**config.mk**
```make
export PLATFORM = sky130hd
export DESIGN_NAME = load_store_unit
export DESIGN_NICKNAME = d
export VERILOG_FILES = /design/src/rtl/lsu_pkg.sv /design/src/rtl/lsu_lane_align.sv /design/src/rtl/load_store_unit.sv
export SDC_FILE = /design/constraint.sdc
export NUM_CORES = 1
export LEC_CHECK = 0
export ABC_AREA = 1
export CAP_MARGIN = 10
export CELL_PAD_IN_SITES_DETAIL_PLACEMENT = 1
export CELL_PAD_IN_SITES_GLOBAL_PLACEMENT = 1
export CORE_MARGIN = 5
export CORE_UTILIZATION = 36
export CTS_CLUSTER_SIZE = 20
export DETAILED_ROUTE_END_ITERATION = 10
export GPL_ROUTABILITY_DRIVEN = 0
export GPL_TIMING_DRIVEN = 0
export PLACE_DENSITY_LB_ADDON = 0.1
export SYNTH_ARGS = -nofsm -noshare
export SYNTH_HDL_FRONTEND = slang
export SYNTH_SLANG_ARGS = --single-unit
```
**constraint.sdc**
```tcl
create_clock -name i_clk -period 4.1 [get_ports i_clk]
set_input_delay 0.41 -clock i_clk [delete_from_list [all_inputs] [get_ports i_clk]]
set_output_delay 0.41 -clock i_clk [all_outputs]
set_load 0.01 [all_outputs]
```
**src/rtl/lsu_pkg.sv**
```systemverilog
// rtl/lsu_pkg.sv - shared types and constants for the load/store unit
package lsu_pkg;

  typedef enum logic [1:0] {
    S_IDLE   = 2'd0,
    S_ACCESS = 2'd1,
    S_WRITE  = 2'd2,
    S_DONE   = 2'd3
  } lsu_state_t;

  localparam logic [2:0] F3_B  = 3'b000;
  localparam logic [2:0] F3_H  = 3'b001;
  localparam logic [2:0] F3_W  = 3'b010;
  localparam logic [2:0] F3_BU = 3'b100;
  localparam logic [2:0] F3_HU = 3'b101;

  // Smallest address width that still has the two byte-lane bits plus a word index.
  localparam int LSU_MIN_ADDR_W = 3;

  // True for the five RV32I load/store funct3 encodings this unit accepts.
  function automatic logic f3_is_legal(input logic [2:0] f3);
    return (f3 == F3_B) || (f3 == F3_H) || (f3 == F3_W) ||
           (f3 == F3_BU) || (f3 == F3_HU);
  endfunction

endpackage

```
**src/rtl/lsu_lane_align.sv**
```systemverilog
// rtl/lsu_lane_align.sv - byte/half lane extraction and store merge (combinational)
module lsu_lane_align
  import lsu_pkg::*;
(
  input  logic [31:0] i_word,
  input  logic [15:0] i_sdata,
  input  logic [1:0]  i_addr_lo,
  input  logic [2:0]  i_funct3,
  output logic [31:0] o_extract,
  output logic [31:0] o_merged
);

  logic [7:0]  w_byte;
  logic [15:0] w_half;
  logic        w_signed;

  assign w_byte   = i_word[8*i_addr_lo +: 8];
  assign w_half   = i_addr_lo[1] ? i_word[31:16] : i_word[15:0];
  assign w_signed = ~i_funct3[2];

  // Extract the addressed lane and sign- or zero-extend it to a full word.
  always_comb begin
    o_extract = i_word;
    case (i_funct3[1:0])
      2'b00:   o_extract = {{24{w_signed & w_byte[7]}}, w_byte};
      2'b01:   o_extract = {{16{w_signed & w_half[15]}}, w_half};
      default: o_extract = i_word;
    endcase
  end

  // Replace only the addressed lane of the read word with the store data.
  always_comb begin
    o_merged = i_word;
    case (i_funct3[1:0])
      2'b00: o_merged[8*i_addr_lo +: 8] = i_sdata[7:0];
      2'b01: begin
        if (i_addr_lo[1]) o_merged[31:16] = i_sdata;
        else              o_merged[15:0]  = i_sdata;
      end
      default: o_merged = i_word;
    endcase
  end

endmodule

```
**src/rtl/load_store_unit.sv**
```systemverilog
// rtl/load_store_unit.sv - RV32I load/store FSM with read-modify-write sub-word stores; LSU_MISALIGN_TRAP_EN traps misaligned accesses
module load_store_unit
  import lsu_pkg::*;
#(
  parameter int ADDR_W = 32
) (
  input  logic              i_clk,
  input  logic              i_rst,
  input  logic              i_req,
  input  logic              i_we,
  input  logic [2:0]        i_funct3,
  input  logic [ADDR_W-1:0] i_address,
  input  logic [31:0]       i_storeData,
  output logic              o_busy,
  output logic              o_done,
  output logic [31:0]       o_loadData,
  output logic              o_error,
  output logic [ADDR_W-1:0] o_memAddress,
  output logic              o_memWriteEnable,
  output logic [31:0]       o_memWriteData,
  input  logic [31:0]       i_memReadData
);

  if (ADDR_W < LSU_MIN_ADDR_W) begin : g_addr_w_check
    $error("load_store_unit: ADDR_W too small");
  end

  lsu_state_t        r_state, w_next;
  logic              r_we;
  logic [2:0]        r_funct3;
  logic [ADDR_W-1:0] r_addr;
  logic [31:0]       r_sdata;
  logic [31:0]       r_merged;
  logic [31:0]       r_load_data;
  logic              r_error;

  logic              w_misalign;
  logic              w_req_err;
  logic [ADDR_W-1:0] w_eff_addr;
  logic [31:0]       w_extract;
  logic [31:0]       w_merge;
  logic              w_we;
  logic              w_is_word;

`ifdef LSU_MISALIGN_TRAP_EN
  assign w_misalign = ((i_funct3[1:0] == 2'b01) && i_address[0]) ||
                      ((i_funct3[1:0] == 2'b10) && (i_address[1:0] != 2'b00));
  assign w_eff_addr = i_address;
`else
  assign w_misalign = 1'b0;
  // Misaligned halfword/word addresses are rounded down to their natural boundary.
  always_comb begin
    w_eff_addr = i_address;
    if (i_funct3[1:0] == 2'b01)      w_eff_addr[0]   = 1'b0;
    else if (i_funct3[1:0] == 2'b10) w_eff_addr[1:0] = 2'b00;
  end
`endif

  assign w_req_err = ~f3_is_legal(i_funct3) | w_misalign;
  assign w_is_word = (r_funct3[1:0] == 2'b10);

  lsu_lane_align u_lane_align (
    .i_word    (i_memReadData),
    .i_sdata   (r_sdata[15:0]),
    .i_addr_lo (r_addr[1:0]),
    .i_funct3  (r_funct3),
    .o_extract (w_extract),
    .o_merged  (w_merge)
  );

  // State register.
  always_ff @(posedge i_clk) begin
    if (i_rst) r_state <= S_IDLE;
    else       r_state <= w_next;
  end

  // Next-state: errors skip the memory, sub-word stores take the extra WRITE cycle.
  always_comb begin
    w_next = r_state;
    case (r_state)
      S_IDLE:   if (i_req) w_next = w_req_err ? S_DONE : S_ACCESS;
      S_ACCESS: w_next = (r_we && !w_is_word) ? S_WRITE : S_DONE;
      S_WRITE:  w_next = S_DONE;
      default:  w_next = S_IDLE;
    endcase
  end

  // Request capture, load result and merged word registers.
  always_ff @(posedge i_clk) begin
    if (i_rst) begin
      r_we        <= 1'b0;
      r_funct3    <= 3'b000;
      r_addr      <= '0;
      r_sdata     <= 32'd0;
      r_merged    <= 32'd0;
      r_load_data <= 32'd0;
      r_error     <= 1'b0;
    end else begin
      case (r_state)
        S_IDLE: begin
          if (i_req) begin
            r_we     <= i_we;
            r_funct3 <= i_funct3;
            r_addr   <= w_eff_addr;
            r_sdata  <= i_storeData;
            r_error  <= w_req_err;
          end
        end
        S_ACCESS: begin
          if (!r_we) r_load_data <= w_extract;
          else       r_merged    <= w_merge;
        end
        default: ;
      endcase
    end
  end

  // Outputs decoded from state; the write strobe is masked by reset so a WRITE in flight is dropped.
  always_comb begin
    w_we           = 1'b0;
    o_memWriteData = 32'd0;
    case (r_state)
      S_ACCESS: begin
        if (r_we && w_is_word) begin
          w_we           = 1'b1;
          o_memWriteData = r_sdata;
        end
      end
      S_WRITE: begin
        w_we           = 1'b1;
        o_memWriteData = r_merged;
      end
      default: ;
    endcase
  end

  assign o_busy           = (r_state != S_IDLE);
  assign o_done           = (r_state == S_DONE);
  assign o_error          = (r_state == S_DONE) & r_error;
  assign o_loadData       = r_load_data;
  assign o_memAddress     = {r_addr[ADDR_W-1:2], 2'b00};
  assign o_memWriteEnable = w_we & ~i_rst;

endmodule

```
After elaboration in Yosys (flattened, before gate mapping) --
Index checks and enable logic that the tools add are counted. Widths: inputs -> output; s select.
Storage, ports and cells: input bits 103, output and inout bits 100, word-level logic and storage cells 63, register bits 135
Cells by class: equal/unequal tests 12, shift operators 3, muxes and demuxes 17, bitwise operators 8, add/subtract/negate cells 1, reduce and logical (&&, ||, !) cells 14
Operators with widths (count):
- $pmux 32 s2 | 3
- $mux 16 | 3
- $neg 5->34 | 1
- $shift 8x34->32 const A | 1
- $shiftx 8x34->32 | 1
- $bwmux 32 | 1
- $mux 32 | 1
- $shiftx 32x6->8 | 1
- $eq 2x2->1 const B | 4
- $eq 2x1->1 const B | 3
- $eq 3x3->1 const B | 2
- $mux 2 | 3
- $pmux 2 s3 | 1
- $reduce_and 2->1 | 3
- $and 1x1->1 | 4
- $logic_not 2->1 | 2
- $logic_or 1x1->1 | 4
- $mux 1 | 4
- $not 1->1 | 4
- $eq 3x1->1 const B | 1
- $eq 3x2->1 const B | 1
- $logic_not 3->1 | 1
- $logic_and 1x1->1 | 2
- $ne 2x2->1 const B | 1
- other kinds (3) | 3

Logic depth before layout (Yosys ltp) --
depth in word-level cells 8, depth in mapped cells 11, depth with buffers taken out 10

By module --
From an unflattened synthesis, not the netlist that was laid out.
Second synthesis, totals: cells, all modules 1196, area total of the unflattened synthesis 7678.6 sq um
By module, submodules not included:
- load_store_unit | sequential area each 2702.6 sq um, instances 1, area an instance 5455.2 sq um, cells an instance 751
- lsu_lane_align | sequential area each 0.0 sq um, instances 1, area an instance 2223.4 sq um, cells an instance 445

Worst setup path after synthesis --
Ideal clock, no wire load.
kind reg2out, start point reg r_state[1], end point out o_memWriteData[0], slack 2.352 ns, data required time 3.690 ns, data arrival time 1.338 ns, cell stages (with the launch flop) 10, path buffers 1, cells stage by stage dfxtp_1 > inv_1 > ha_1 > nand2_1 > inv_2 > nand2_1 > inv_2 > buf_6 > nand2_1 > a21oi_1
Between the ends: longest elaborated chain between the ends 2, elaborated cells on any way between the ends 3, classes of those cells eq/ne: 2; mux: 1
RTL lines:
- from (decl) | line load_store_unit.sv:28 | lsu_state_t r_state, w_next;
- from (signal assigned) | line load_store_unit.sv:74 | else r_state <= w_next;
- $eq 2x2->1 or $eq 2x1->1 (tied branches) | line load_store_unit.sv:122 | case (r_state)
- $pmux 32 s2 (*) | line load_store_unit.sv:122
- to (decl) | line load_store_unit.sv:20 | output logic [31:0] o_memWriteData,
Mark *: on every way between the ends. The rest lies on a longest branch, timed or not.

Worst setup path after layout --
start point reg r_state[1], end point out o_memWriteData[4]
Same word-level chain as after synthesis.

==> metrics.txt <==
# TYPE chip_impl_metric gauge
chip_impl_info{name="run_status",value="finished clean"} 1
chip_impl_info{name="regToRegStartpoint",value="r_addr[0]$_SDFFE_PP0P_"} 1
chip_impl_metric{name="synth-seq-area-share",unit="%"} 36.04
chip_impl_metric{name="post_cts_hold_buffer_count",unit=""} 0
chip_impl_metric{name="initial_antenna_violation_count",unit=""} 0
chip_impl_metric{name="power.switching_fraction",unit="%"} 43.08
chip_impl_metric{name="drtIter0Drc",unit=""} 448
chip_impl_metric{name="p_int",unit="mW"} 3.678
chip_impl_metric{name="final_max_slew_viol_count",unit=""} 0
chip_impl_metric{name="nets",unit=""} 1507
chip_impl_metric{name="worst_tran_pin_value",unit="ps"} 714.8
chip_impl_metric{name="clock_sinks",unit=""} 135
chip_impl_metric{name="num_rows",unit=""} 52
chip_impl_metric{name="gr-total-overflow",unit=""} 0
chip_impl_metric{name="max_freq",unit="MHz"} 307.3
chip_impl_metric{name="postSynthRegisterBits",unit=""} 135
chip_impl_metric{name="synthesis.area_per_instance",unit="um^2"} 6.383
chip_impl_metric{name="floorplan.initialDensity",unit="%"} 36.83
chip_impl_metric{name="design.core.area",unit="um^2"} 20360
chip_impl_metric{name="drt_wl_total",unit="um"} 31080
chip_impl_info{name="largest_family_of_logic_cells_by_synthesized_area",value="simple AND/OR/NAND/NOR gates"} 1
chip_impl_metric{name="diodes_inserted",unit=""} 0
chip_impl_metric{name="ctsLongestPathBuffers",unit=""} 2
chip_impl_info{name="critPathKind",value="reg -> out"} 1
chip_impl_metric{name="antenna_violating_nets_post_route",unit=""} 0
chip_impl_metric{name="dp_hpwl",unit="um"} 24290
chip_impl_metric{name="max-cap-violations",unit=""} 0
chip_impl_info{name="setup.worst_path.start_class",value="flip-flop"} 1
chip_impl_metric{name="avgRoutedWirePerCell",unit="um"} 18.52
chip_impl_metric{name="drc",unit=""} 0
chip_impl_metric{name="totalNegativeSetupSlack",unit="ps"} 0
chip_impl_metric{name="postCtsSetupBuffers",unit=""} 0
chip_impl_metric{name="grt_first_pass_wirelength",unit="um"} 47780
chip_impl_metric{name="die-height",unit="um"} 154.3
chip_impl_metric{name="hold_path_depth",unit=""} 2
chip_impl_metric{name="grtUsageTotal",unit="%"} 25.53
chip_impl_metric{name="power_frac_clock",unit="%"} 23.3
chip_impl_metric{name="share_comb_of_total_power",unit="%"} 46.7
chip_impl_metric{name="timing.reg2reg.worst_path_depth",unit=""} 7
chip_impl_metric{name="grt_pass1_vias",unit=""} 8554
chip_impl_metric{name="cts-buffers-inserted",unit=""} 17
chip_impl_info{name="critical_path.reg2reg.endpoint",value="r_merged[26]$_SDFFE_PP0P_"} 1
chip_impl_metric{name="sequential_share_of_power",unit="%"} 30.0
chip_impl_info{name="cts_root_buf",value="sky130_fd_sc_hd__clkbuf_16"} 1
chip_impl_metric{name="timing.final.crit_share",unit="%"} 79.36
chip_impl_metric{name="detail_route.first_pass.iterations",unit=""} 5
chip_impl_metric{name="path_max_fanout",unit=""} 10
chip_impl_metric{name="synth_xor_area_share",unit="%"} 0
chip_impl_metric{name="dr_total_vias",unit=""} 8421
chip_impl_info{name="kind_of_end_point_of_the_critical_path",value="output pin"} 1
chip_impl_info{name="cts_tree",value="done"} 1
chip_impl_metric{name="worstPathRequired",unit="ps"} 3690
chip_impl_metric{name="number_of_standard_cells_after_synthesis",unit=""} 1175
chip_impl_metric{name="boundaryPins",unit=""} 203
chip_impl_metric{name="synthesized_area_fraction_occupied_by_ao_oa_aoi_and_oai_cells",unit="%"} 21.42
chip_impl_metric{name="yosysUniqueCellTypes",unit=""} 30
chip_impl_metric{name="areaGrowthSynthToFinish",unit="%"} 38.79
chip_impl_metric{name="ctsHtreeMaxLevel",unit=""} 4
chip_impl_metric{name="cellLeakagePower",unit="nW"} 4.518
chip_impl_metric{name="pwr_density_cell",unit="nW/um^2"} 620.8
chip_impl_metric{name="insertion_delay",unit="ps"} 430
chip_impl_metric{name="yosys.area_share.simple",unit="%"} 27.39
chip_impl_info{name="hold_wc_startpoint",value="r_sdata[25]$_SDFFE_PP0P_"} 1
chip_impl_metric{name="viasPerCell",unit=""} 5.018
chip_impl_metric{name="post-layout-total-power",unit="mW"} 6.461
chip_impl_metric{name="cell_area_after_synthesis",unit="um^2"} 7500
chip_impl_info{name="rsz_0062_raised_after_global_routing",value="false"} 1
chip_impl_metric{name="fp.dieArea",unit="um^2"} 23820
chip_impl_info{name="holdCritPathClass",value="reg -> reg"} 1
chip_impl_metric{name="cts_resized",unit=""} 0
chip_impl_metric{name="ys_warn_count",unit=""} 0
chip_impl_metric{name="die_x",unit="um"} 154.3
chip_impl_metric{name="switchingPower",unit="mW"} 2.784
chip_impl_metric{name="timing.clock.skew",unit="ps"} 11.33
chip_impl_metric{name="cp_data_arrival_time",unit="ps"} 2840
chip_impl_metric{name="relSlewSlack",unit="%"} 52.34
chip_impl_metric{name="reg2reg_slack",unit="ps"} 1870
chip_impl_metric{name="maximum_number_of_pins_on_one_net_before_global_route_repair",unit=""} 17
chip_impl_metric{name="vdd_ir_drop_max",unit="uV"} 337.7
chip_impl_metric{name="port_buffers",unit=""} 200
chip_impl_info{name="holdPathEnd",value="r_sdata[25]$_SDFFE_PP0P_"} 1
chip_impl_metric{name="synth_adder_area_share",unit="%"} 1.502
chip_impl_metric{name="hold_viol_final",unit=""} 0
chip_impl_metric{name="setup_viol",unit=""} 0
chip_impl_metric{name="multiplexer_share_of_the_synthesized_area",unit="%"} 0
chip_impl_metric{name="fin_crit",unit="ps"} 3254
chip_impl_metric{name="final_layout_size_suffix_gt1_share",unit="%"} 8.736
chip_impl_metric{name="cts.reportedPaths.clkPinSlew",unit="ps"} 70
[final cells by class]
class	instances	area (um^2)
plain buffers	105	603.1
clock buffers	17	425.4
clock inverters	15	140.1
fillers	2717	9956
inverters	109	416.7
multi-input cells	827	3781
flip-flops and latches	135	2703
well taps	270	337.8
repair buffers	200	2002
[cell usage after synthesis]
cell type                  count  area share, %
sky130_fd_sc_hd__nand2_1     233             12
sky130_fd_sc_hd__nand3_2       1           0.13
sky130_fd_sc_hd__ha_1          9            1.5
sky130_fd_sc_hd__a21oi_2      10            1.2
sky130_fd_sc_hd__nand2_2       4           0.33
sky130_fd_sc_hd__buf_6         8            1.2
sky130_fd_sc_hd__inv_1        99            5.0
sky130_fd_sc_hd__or2_2         1          0.083
sky130_fd_sc_hd__o21ai_1      18            1.2
sky130_fd_sc_hd__nor2_2        1          0.083
sky130_fd_sc_hd__inv_2         5           0.25
sky130_fd_sc_hd__buf_4        32            3.2
sky130_fd_sc_hd__nor2_8        2           0.53
sky130_fd_sc_hd__buf_2        22            1.5
sky130_fd_sc_hd__o22ai_1      24            2.0
sky130_fd_sc_hd__clkinv_4      1           0.12
sky130_fd_sc_hd__nor2_1      231             12
sky130_fd_sc_hd__nand4_1      14            1.2
sky130_fd_sc_hd__inv_4         1          0.083
sky130_fd_sc_hd__o211ai_1      5           0.50
sky130_fd_sc_hd__nand3_1      23            1.5
sky130_fd_sc_hd__nand2_4       2           0.30
sky130_fd_sc_hd__a21oi_1     103            6.9
sky130_fd_sc_hd__a211oi_1      2           0.20
sky130_fd_sc_hd__clkinv_1      3           0.15
sky130_fd_sc_hd__o21ai_0     142            9.5
sky130_fd_sc_hd__clkbuf_2      1          0.067
sky130_fd_sc_hd__clkbuf_1     42            2.1
sky130_fd_sc_hd__dfxtp_1     135             36
sky130_fd_sc_hd__conb_1        1          0.050
[state kept, by name (all words and copies together), names as in the netlist]
signal	flops
o_loadData	32
r_addr	32
r_merged	32
r_sdata	32
r_funct3	3
r_state	2
r_error	1
r_we	1
[per-layer routing]
metal / GRT usage (%) / share of wire, %
met1: 32.22 / 43
met4: 9.966 / 3.3
met3: 6.678 / 8.5
met2: 41.74 / 45
met5: 0 / 0
[per-stage QoR]
step           util, %  instances  setup WS [ps]  instance area [um^2]  hold WS, ps
2_1_floorplan        -       1176           2352                  7503        455.4
4_1_cts          51.11       1678          883.8                 10410        486.9
3_5_place_dp     48.34       1646           1383                  9843        471.7
5_1_grt          51.11       1678          687.6                 10410        495.5
3_3_place_gp     48.34       1646           1382                  9843        462.3
6_report         51.11       1678          846.1                 10410        484.0
[cells in the final DEF, fill, tap and decap left out]
cell,n
sky130_fd_sc_hd__buf_6,8
sky130_fd_sc_hd__nand2_1,233
sky130_fd_sc_hd__clkbuf_2,1
sky130_fd_sc_hd__clkbuf_1,42
sky130_fd_sc_hd__nor2_1,231
sky130_fd_sc_hd__nand3_2,1
sky130_fd_sc_hd__clkinvlp_4,4
sky130_fd_sc_hd__inv_2,5
sky130_fd_sc_hd__conb_1,2
sky130_fd_sc_hd__nor2_8,2
sky130_fd_sc_hd__clkinv_1,3
sky130_fd_sc_hd__o21ai_1,18
sky130_fd_sc_hd__buf_4,32
sky130_fd_sc_hd__dfxtp_1,135
sky130_fd_sc_hd__clkbuf_16,17
sky130_fd_sc_hd__clkinv_2,2
sky130_fd_sc_hd__o22ai_1,24
sky130_fd_sc_hd__nor2_2,1
sky130_fd_sc_hd__nand2_2,4
sky130_fd_sc_hd__a211oi_1,2
sky130_fd_sc_hd__inv_1,99
sky130_fd_sc_hd__bufinv_16,1
sky130_fd_sc_hd__nand3_1,23
sky130_fd_sc_hd__inv_4,1
sky130_fd_sc_hd__a21oi_2,10
sky130_fd_sc_hd__buf_2,22
sky130_fd_sc_hd__nand4_1,14
sky130_fd_sc_hd__nand2_4,2
sky130_fd_sc_hd__clkdlybuf4s50_1,200
sky130_fd_sc_hd__inv_6,7
sky130_fd_sc_hd__o21ai_0,142
sky130_fd_sc_hd__clkinv_4,2
sky130_fd_sc_hd__ha_1,9
sky130_fd_sc_hd__or2_2,1
sky130_fd_sc_hd__a21oi_1,103
sky130_fd_sc_hd__o211ai_1,5
[power groups by stage]
stage	clock network (mW)	logic [mW]	registers (mW)
2_1_floorplan	0	1.76	1.93
3_3_place_gp	0	2.94	1.95
3_5_place_dp	0	2.99	1.96
4_1_cts	1.52	3.02	1.94
5_1_grt	1.59	3.31	1.98
6_report	1.50	3.02	1.94
[logic make-up after synthesis]
logic type                 count (synthesis)
other                                      1
adders and majority gates                  9
buffers and inverters                    214
AOI/OAI and AO/OA                        304
DFF                                      135
and+or+nand+nor                          512
[critical path, stage by stage, from the launching register on]
cell and delay [ps]:
sky130_fd_sc_hd__dfxtp_1 340, sky130_fd_sc_hd__inv_1 90, sky130_fd_sc_hd__ha_1 200, sky130_fd_sc_hd__nand2_1 220, sky130_fd_sc_hd__inv_2 210, sky130_fd_sc_hd__nand2_1 110
sky130_fd_sc_hd__inv_2 160, sky130_fd_sc_hd__buf_6 180, sky130_fd_sc_hd__nand2_1 70, sky130_fd_sc_hd__a21oi_1 240, sky130_fd_sc_hd__clkdlybuf4s50_1 600
[worst max-delay path by stage]
stage                             from           endpoint  slack [ps]  cells after the start
6_report       r_state[1]$_SDFFE_PP0P_  o_memWriteData[4]         850                     10
5_1_grt        r_state[1]$_SDFFE_PP0P_  o_memWriteData[3]         690                     10
4_1_cts        r_state[1]$_SDFFE_PP0P_  o_memWriteData[4]         880                     10
3_5_place_dp   r_state[1]$_SDFFE_PP0P_  o_memWriteData[4]        1380                     10
3_3_place_gp   r_state[1]$_SDFFE_PP0P_  o_memWriteData[4]        1380                     10
2_1_floorplan  r_state[1]$_SDFFE_PP0P_  o_memWriteData[0]        2350                      9
Power figures use the tool's default switching activity.
